[config.mk]
export PLATFORM = sky130hd
export DESIGN_NAME = ipm_red_mask_loader
export DESIGN_NICKNAME = d
export VERILOG_FILES = /design/src/rtl/ipm_red_mask_loader.sv
export SDC_FILE = /design/constraint.sdc
export NUM_CORES = 2
export LEC_CHECK = 0
export CELL_PAD_IN_SITES_DETAIL_PLACEMENT = 0
export CELL_PAD_IN_SITES_GLOBAL_PLACEMENT = 1
export CORE_ASPECT_RATIO = 0.6
export CORE_UTILIZATION = 32
export DETAILED_ROUTE_END_ITERATION = 8
export PLACE_DENSITY = 0.83
export SLEW_MARGIN = 25
export SYNTH_ARGS = -nofsm -noshare
export SYNTH_HDL_FRONTEND = slang
export SYNTH_SLANG_ARGS = --single-unit
[constraint.sdc]
create_clock -name clk -period 3.3 [get_ports clk]
set_input_delay 0.99 -clock clk [delete_from_list [all_inputs] [get_ports clk]]
set_output_delay 0.99 -clock clk [all_outputs]
set_load 0.05 [all_outputs]
[src/rtl/ipm_red_mask_loader.sv]
// IPM input-masking stage: encodes each plaintext byte into v GF(2^8) shares,
// one byte per clock, and assembles the masked state for the cipher core.
//
// state | meaning
// IDLE  | waiting for start; masked output and out_valid hold
// RUN   | writing byte k's shares, k = 0..15
module ipm_red_mask_loader #(
    parameter int v = 4
) (
    input  logic                 clk,
    input  logic                 rst,
    input  logic                 start,
    input  logic [127:0]         plaintext,
    input  logic [v*8-1:0]       L1,
    input  logic [(v-1)*8-1:0]   rnd,
    output logic                 rnd_req,
    output logic [16*v*8-1:0]    masked_plaintext,
    output logic                 busy,
    output logic                 done,
    output logic                 out_valid
);

    localparam int SLOT_W = v * 8;

    typedef enum logic {
        IDLE,
        RUN
    } state_t;

    state_t                state_q, state_d;
    logic [3:0]            k_q;
    logic [127:0]          pt_q;
    logic [(v-1)*8-1:0]    l1_q;
    logic [16*v*8-1:0]     mp_q, mp_d;
    logic                  done_q;
    logic                  out_valid_q;
    logic                  load, step, last;
    logic [7:0]            s_byte;
    logic [7:0]            r0;
    logic [SLOT_W-1:0]     slot;

    // L1 element 0 is fixed to 1 by construction, so its input bits are not stored.
    logic                  unused_l1_0;
    assign unused_l1_0 = ^L1[7:0];

    function automatic logic [7:0] gmul(input logic [7:0] a, input logic [7:0] b);
        logic [7:0] p;
        logic [7:0] aa;
        p  = 8'h00;
        aa = a;
        for (int i = 0; i < 8; i++) begin
            if (b[i]) p = p ^ aa;
            aa = {aa[6:0], 1'b0} ^ (aa[7] ? 8'h1B : 8'h00);
        end
        return p;
    endfunction

    always_ff @(posedge clk) begin
        if (rst) state_q <= IDLE;
        else     state_q <= state_d;
    end

    always_comb begin
        state_d = state_q;
        load    = 1'b0;
        step    = 1'b0;
        last    = 1'b0;
        case (state_q)
            IDLE: begin
                if (start) begin
                    state_d = RUN;
                    load    = 1'b1;
                end
            end
            RUN: begin
                step = 1'b1;
                if (k_q == 4'd15) begin
                    last    = 1'b1;
                    state_d = IDLE;
                end
            end
            default: state_d = IDLE;
        endcase
    end

    // Share 0 absorbs the secret so that <L1, R> with L1_0 = 1 equals S.
    always_comb begin
        s_byte = 8'h00;
        for (int b = 0; b < 16; b++) begin
            if (k_q == 4'(b)) s_byte = pt_q[b*8 +: 8];
        end
        r0 = s_byte;
        for (int j = 1; j < v; j++) begin
            r0 = r0 ^ gmul(l1_q[(j-1)*8 +: 8], rnd[(j-1)*8 +: 8]);
        end
        slot = {rnd, r0};
        mp_d = mp_q;
        for (int b = 0; b < 16; b++) begin
            if (k_q == 4'(b)) mp_d[b*SLOT_W +: SLOT_W] = slot;
        end
    end

    always_ff @(posedge clk) begin
        if (rst) begin
            k_q         <= 4'd0;
            pt_q        <= '0;
            l1_q        <= '0;
            mp_q        <= '0;
            done_q      <= 1'b0;
            out_valid_q <= 1'b0;
        end else begin
            done_q <= last;
            if (load) begin
                pt_q        <= plaintext;
                l1_q        <= L1[v*8-1:8];
                mp_q        <= '0;
                out_valid_q <= 1'b0;
                k_q         <= 4'd0;
            end else if (step) begin
                mp_q <= mp_d;
                k_q  <= k_q + 4'd1;
            end
            if (last) out_valid_q <= 1'b1;
        end
    end

    assign busy             = (state_q == RUN);
    assign rnd_req          = busy;
    assign done             = done_q;
    assign out_valid        = out_valid_q;
    assign masked_plaintext = mp_q;

endmodule

==> results.yml <==
final_layout:
  fillCellCount: 8539
  final-seq-area_sq_mm: 0.0134
  layout.nets: 4563
  multi_input_area_sq_mm: 0.0138
  drive_gt1_frac: 0.101
  area_growth_pct: 41.6
  utilization: 0.458
floorplanning:
  die_w_um: 387
  start_util: 0.323
  rows: 84
  core-area_sq_mm: 0.0878
  dieHeight_um: 233
  die-area_sq_mm: 0.0899
  num_io_pins: 703
critical_path:
  crit_arrival_ns: 3.75
  r2r-end: "masked_plaintext[355]"
  rr_startpoint: "k_q[1]"
  rr_worst_depth: 11
  worst-r2r-setup-slack_ns: 0.14
  crit_fanout: 11
  cp-end-kind: "flop"
  start_kind: "input pin"
  startpoint: "rnd[9]"
  cp.required_ns: 3.87
  setup.worst_path.end: "masked_plaintext[487]"
  critPathKind: "input pin to flop"
grt:
  grt_pass1_vias: 25400
  grtUsageTotal: 0.262
  grt_max_degree: 153
  grt_pass1_wl_um: 175000
  antenna_found_initial: 3
  overflow: 0
clock_tree:
  cts_tree: "built"
  cts_buffer_depth: 3
  path_clk_slew_ns: 0.07
  hold_buffers: 0
  clkLatencyLatePin_ns: 0.65
  cts_sinks: 671
  post_cts_buffers: 0
  htreeDepth: 3
  cts_buffers: 66
  cts_root_buffer: "clkbuf_16"
timing:
  slew_violations: 0
  timing.final.crit_share: 0.963
  slew_headroom: 0.417
  clock_skew_ns: 0.0239
  min_period_ns: 3.18
  hold_violations: 0
  worst_pin_slew_ns: 0.874
  grt_setup_unrepaired: "false"
  fmax_ghz: 0.315
  setup_viol: 0
  fin_hold_ws_ns: 0.452
  fin_ws_ns: 0.123
routing:
  vias: 27900
  routed_wl_um: 123000
  drt_first_pass_iters: 8
  antenna_left: 0
  via_per_inst: 4.99
  wl_per_cell_um: 22.0
  drtIter0Drc: 2436
  drcViolationCount: 0
pwr:
  p_leak_nw: 13.9
  vdd_drop_max_mv: 0.554
  power_density_mw_per_mm2: 571
synthesis:
  syn-cell-area_sq_mm: 0.0284
  synth_cells: 3689
  yosysSeqAreaShare: 0.473
  synth_cell_types: 54
  syn_nets: 3880
  synthArstFlopShare: 0
  ys.flop_type: "dfxtp_1"
  ys_seq_elements: 671
  syn_avg_cell_area_sq_um: 7.70
  synth_edf_count: 0
  yosys_warnings: 0
flow_run:
  cap_violations: 0
min_path:
  min_from: "masked_plaintext[447]"
  hold_class: "flop to flop"
placement:
  dp_hpwl_um: 88400
  pre_cts_ws_ns: -0.540
  portBuffers: 694
  gp_congestion: 0.930
outcome:
  status: "finished clean"
-- flip-flops by register name (all words and copies together) (netlist names) --
register          cells
masked_plaintext    512
l1_q                 24
k_q                   4
out_valid             1
done                  1
pt_q                128
busy                  1
-- placed cells by master (no fill, tap or decap), drive strengths merged, types with 4 or more instances in the layout --
| cell type | count |
|---|---|
| o21ai | 26 |
| and3 | 11 |
| nand3 | 18 |
| inv | 21 |
| xor3 | 12 |
| xor2 | 70 |
| o22ai | 8 |
| a211oi | 86 |
| clkinv | 15 |
| dfxtp | 671 |
| bufinv | 5 |
| nand3b | 16 |
| xnor3 | 14 |
| mux2i | 10 |
| xnor2 | 163 |
| clkbuf | 91 |
| a22oi | 9 |
| nand2 | 1361 |
| clkdlybuf4s50 | 674 |
| o221ai | 4 |
| nor2 | 144 |
| ha | 4 |
| a21oi | 624 |
| nor2b | 20 |
| a21o | 5 |
| nor3 | 20 |
| buf | 272 |
| and2 | 8 |
| nand2b | 8 |
-- synth_stat cells, types with 3 or more instances --
| library cell | number | area share |
|---|---|---|
| a211oi_1 | 75 | 0.020 |
| a211oi_2 | 11 | 0.0048 |
| a21o_1 | 5 | 0.0013 |
| a21oi_1 | 624 | 0.11 |
| a221o_1 | 3 | 0.0011 |
| a221oi_1 | 3 | 0.00093 |
| a22oi_1 | 9 | 0.0024 |
| and2_1 | 8 | 0.0018 |
| and3_1 | 11 | 0.0024 |
| buf_1 | 28 | 0.0037 |
| buf_2 | 19 | 0.0033 |
| buf_4 | 13 | 0.0034 |
| clkbuf_1 | 269 | 0.036 |
| dfxtp_1 | 671 | 0.47 |
| ha_1 | 4 | 0.0018 |
| inv_1 | 14 | 0.0019 |
| mux2i_1 | 10 | 0.0035 |
| nand2_1 | 1361 | 0.18 |
| nand2b_1 | 8 | 0.0018 |
| nand3_1 | 18 | 0.0032 |
| nand3b_1 | 16 | 0.0042 |
| nand4_1 | 3 | 0.00066 |
| nor2_1 | 144 | 0.019 |
| nor2b_1 | 19 | 0.0042 |
| nor3_1 | 20 | 0.0035 |
| o21ai_0 | 26 | 0.0046 |
| o221ai_1 | 4 | 0.0012 |
| o22a_1 | 3 | 0.00093 |
| o22ai_1 | 8 | 0.0018 |
| xnor2_1 | 156 | 0.048 |
| xnor2_2 | 7 | 0.0040 |
| xnor3_1 | 14 | 0.011 |
| xor2_1 | 65 | 0.020 |
| xor2_2 | 4 | 0.0023 |
| xor3_1 | 10 | 0.0084 |
-- worst min path at each step --
stage                            endpoint  slack [ns]  depth (start not counted)
finish              masked_plaintext[447]        0.45                          2
global route        masked_plaintext[495]        0.47                          2
CTS                 masked_plaintext[447]        0.45                          2
detailed placement  masked_plaintext[447]        0.44                          2
global placement     masked_plaintext[13]        0.44                          2
floorplan                        pt_q[59]        0.43                          2
-- routing by layer --
metal	track usage	vias up	part of all wire
li1	-	13300	-
met1	0.378	13300	0.47
met2	0.397	1085	0.44
met3	0.0482	147	0.070
met4	0.0713	2	0.024
met5	0	-	0.000098
-- logic make-up (layout without fill, tap and decap cells) --
group	after synthesis	count (layout)	share of synthesized area
AO/OA/AOI/OAI	782	782	0.152
flip-flops	671	671	0.473
buffers and inverters	345	1079	0.0487
multiplexers	12	12	0.00432
other	0	3	0
adder cells (fa/ha/maj)	4	4	0.00176
XOR/XNOR	259	259	0.0967
AND/OR/NAND/NOR	1616	1616	0.223
-- through the flow --
step / TNS [ns] / total power [mW] / instances / instance area (sq um)
2_1_floorplan: 0 / 11.5 / 3689 / 28400
4_1_cts: 0 / 23.0 / 5584 / 40100
6_report: 0 / 23.0 / 5587 / 40200
5_1_grt: 0 / 23.7 / 5584 / 40200
3_3_place_gp: -49.97 / 15.1 / 5465 / 37800
3_5_place_dp: -52.18 / 15.1 / 5465 / 37800
-- final cells by class --
class	instances	share of cell area
diodes	3	0.000187
repair buffers	946	0.229
multi-input cells	2673	0.344
clock inverters	28	0.00778
clock buffers	91	0.0477
well taps	1161	0.0361
inverters	14	0.00131
flip-flops and latches	671	0.334
-- power breakdown --
group / internal [mW] / total [mW] / switching [mW]
Sequential: 8.24 / 8.34 / 0.104
Clock: 4.50 / 7.94 / 3.44
Combinational: 2.84 / 6.68 / 3.84
-- critical path, cell delays in order --
cell and delay [ns]:
clkdlybuf4s50_1 0.57, buf_4 0.21, nand2_1 0.08, xnor2_1 0.14
xnor2_1 0.19, xnor2_1 0.11, buf_4 0.15, xnor2_1 0.20
xnor3_2 0.41, xnor2_4 0.24, buf_12 0.18, nand2_1 0.07
a21oi_1 0.18
-- timing repair --
item / CTS / global route
endpoints found under the setup margin: 32 / 93
resized for setup: 2 / 20
pin swaps: 0 / 0
cloned: 0 / 0
No activity file was read; power rests on OpenSTA's default activity.
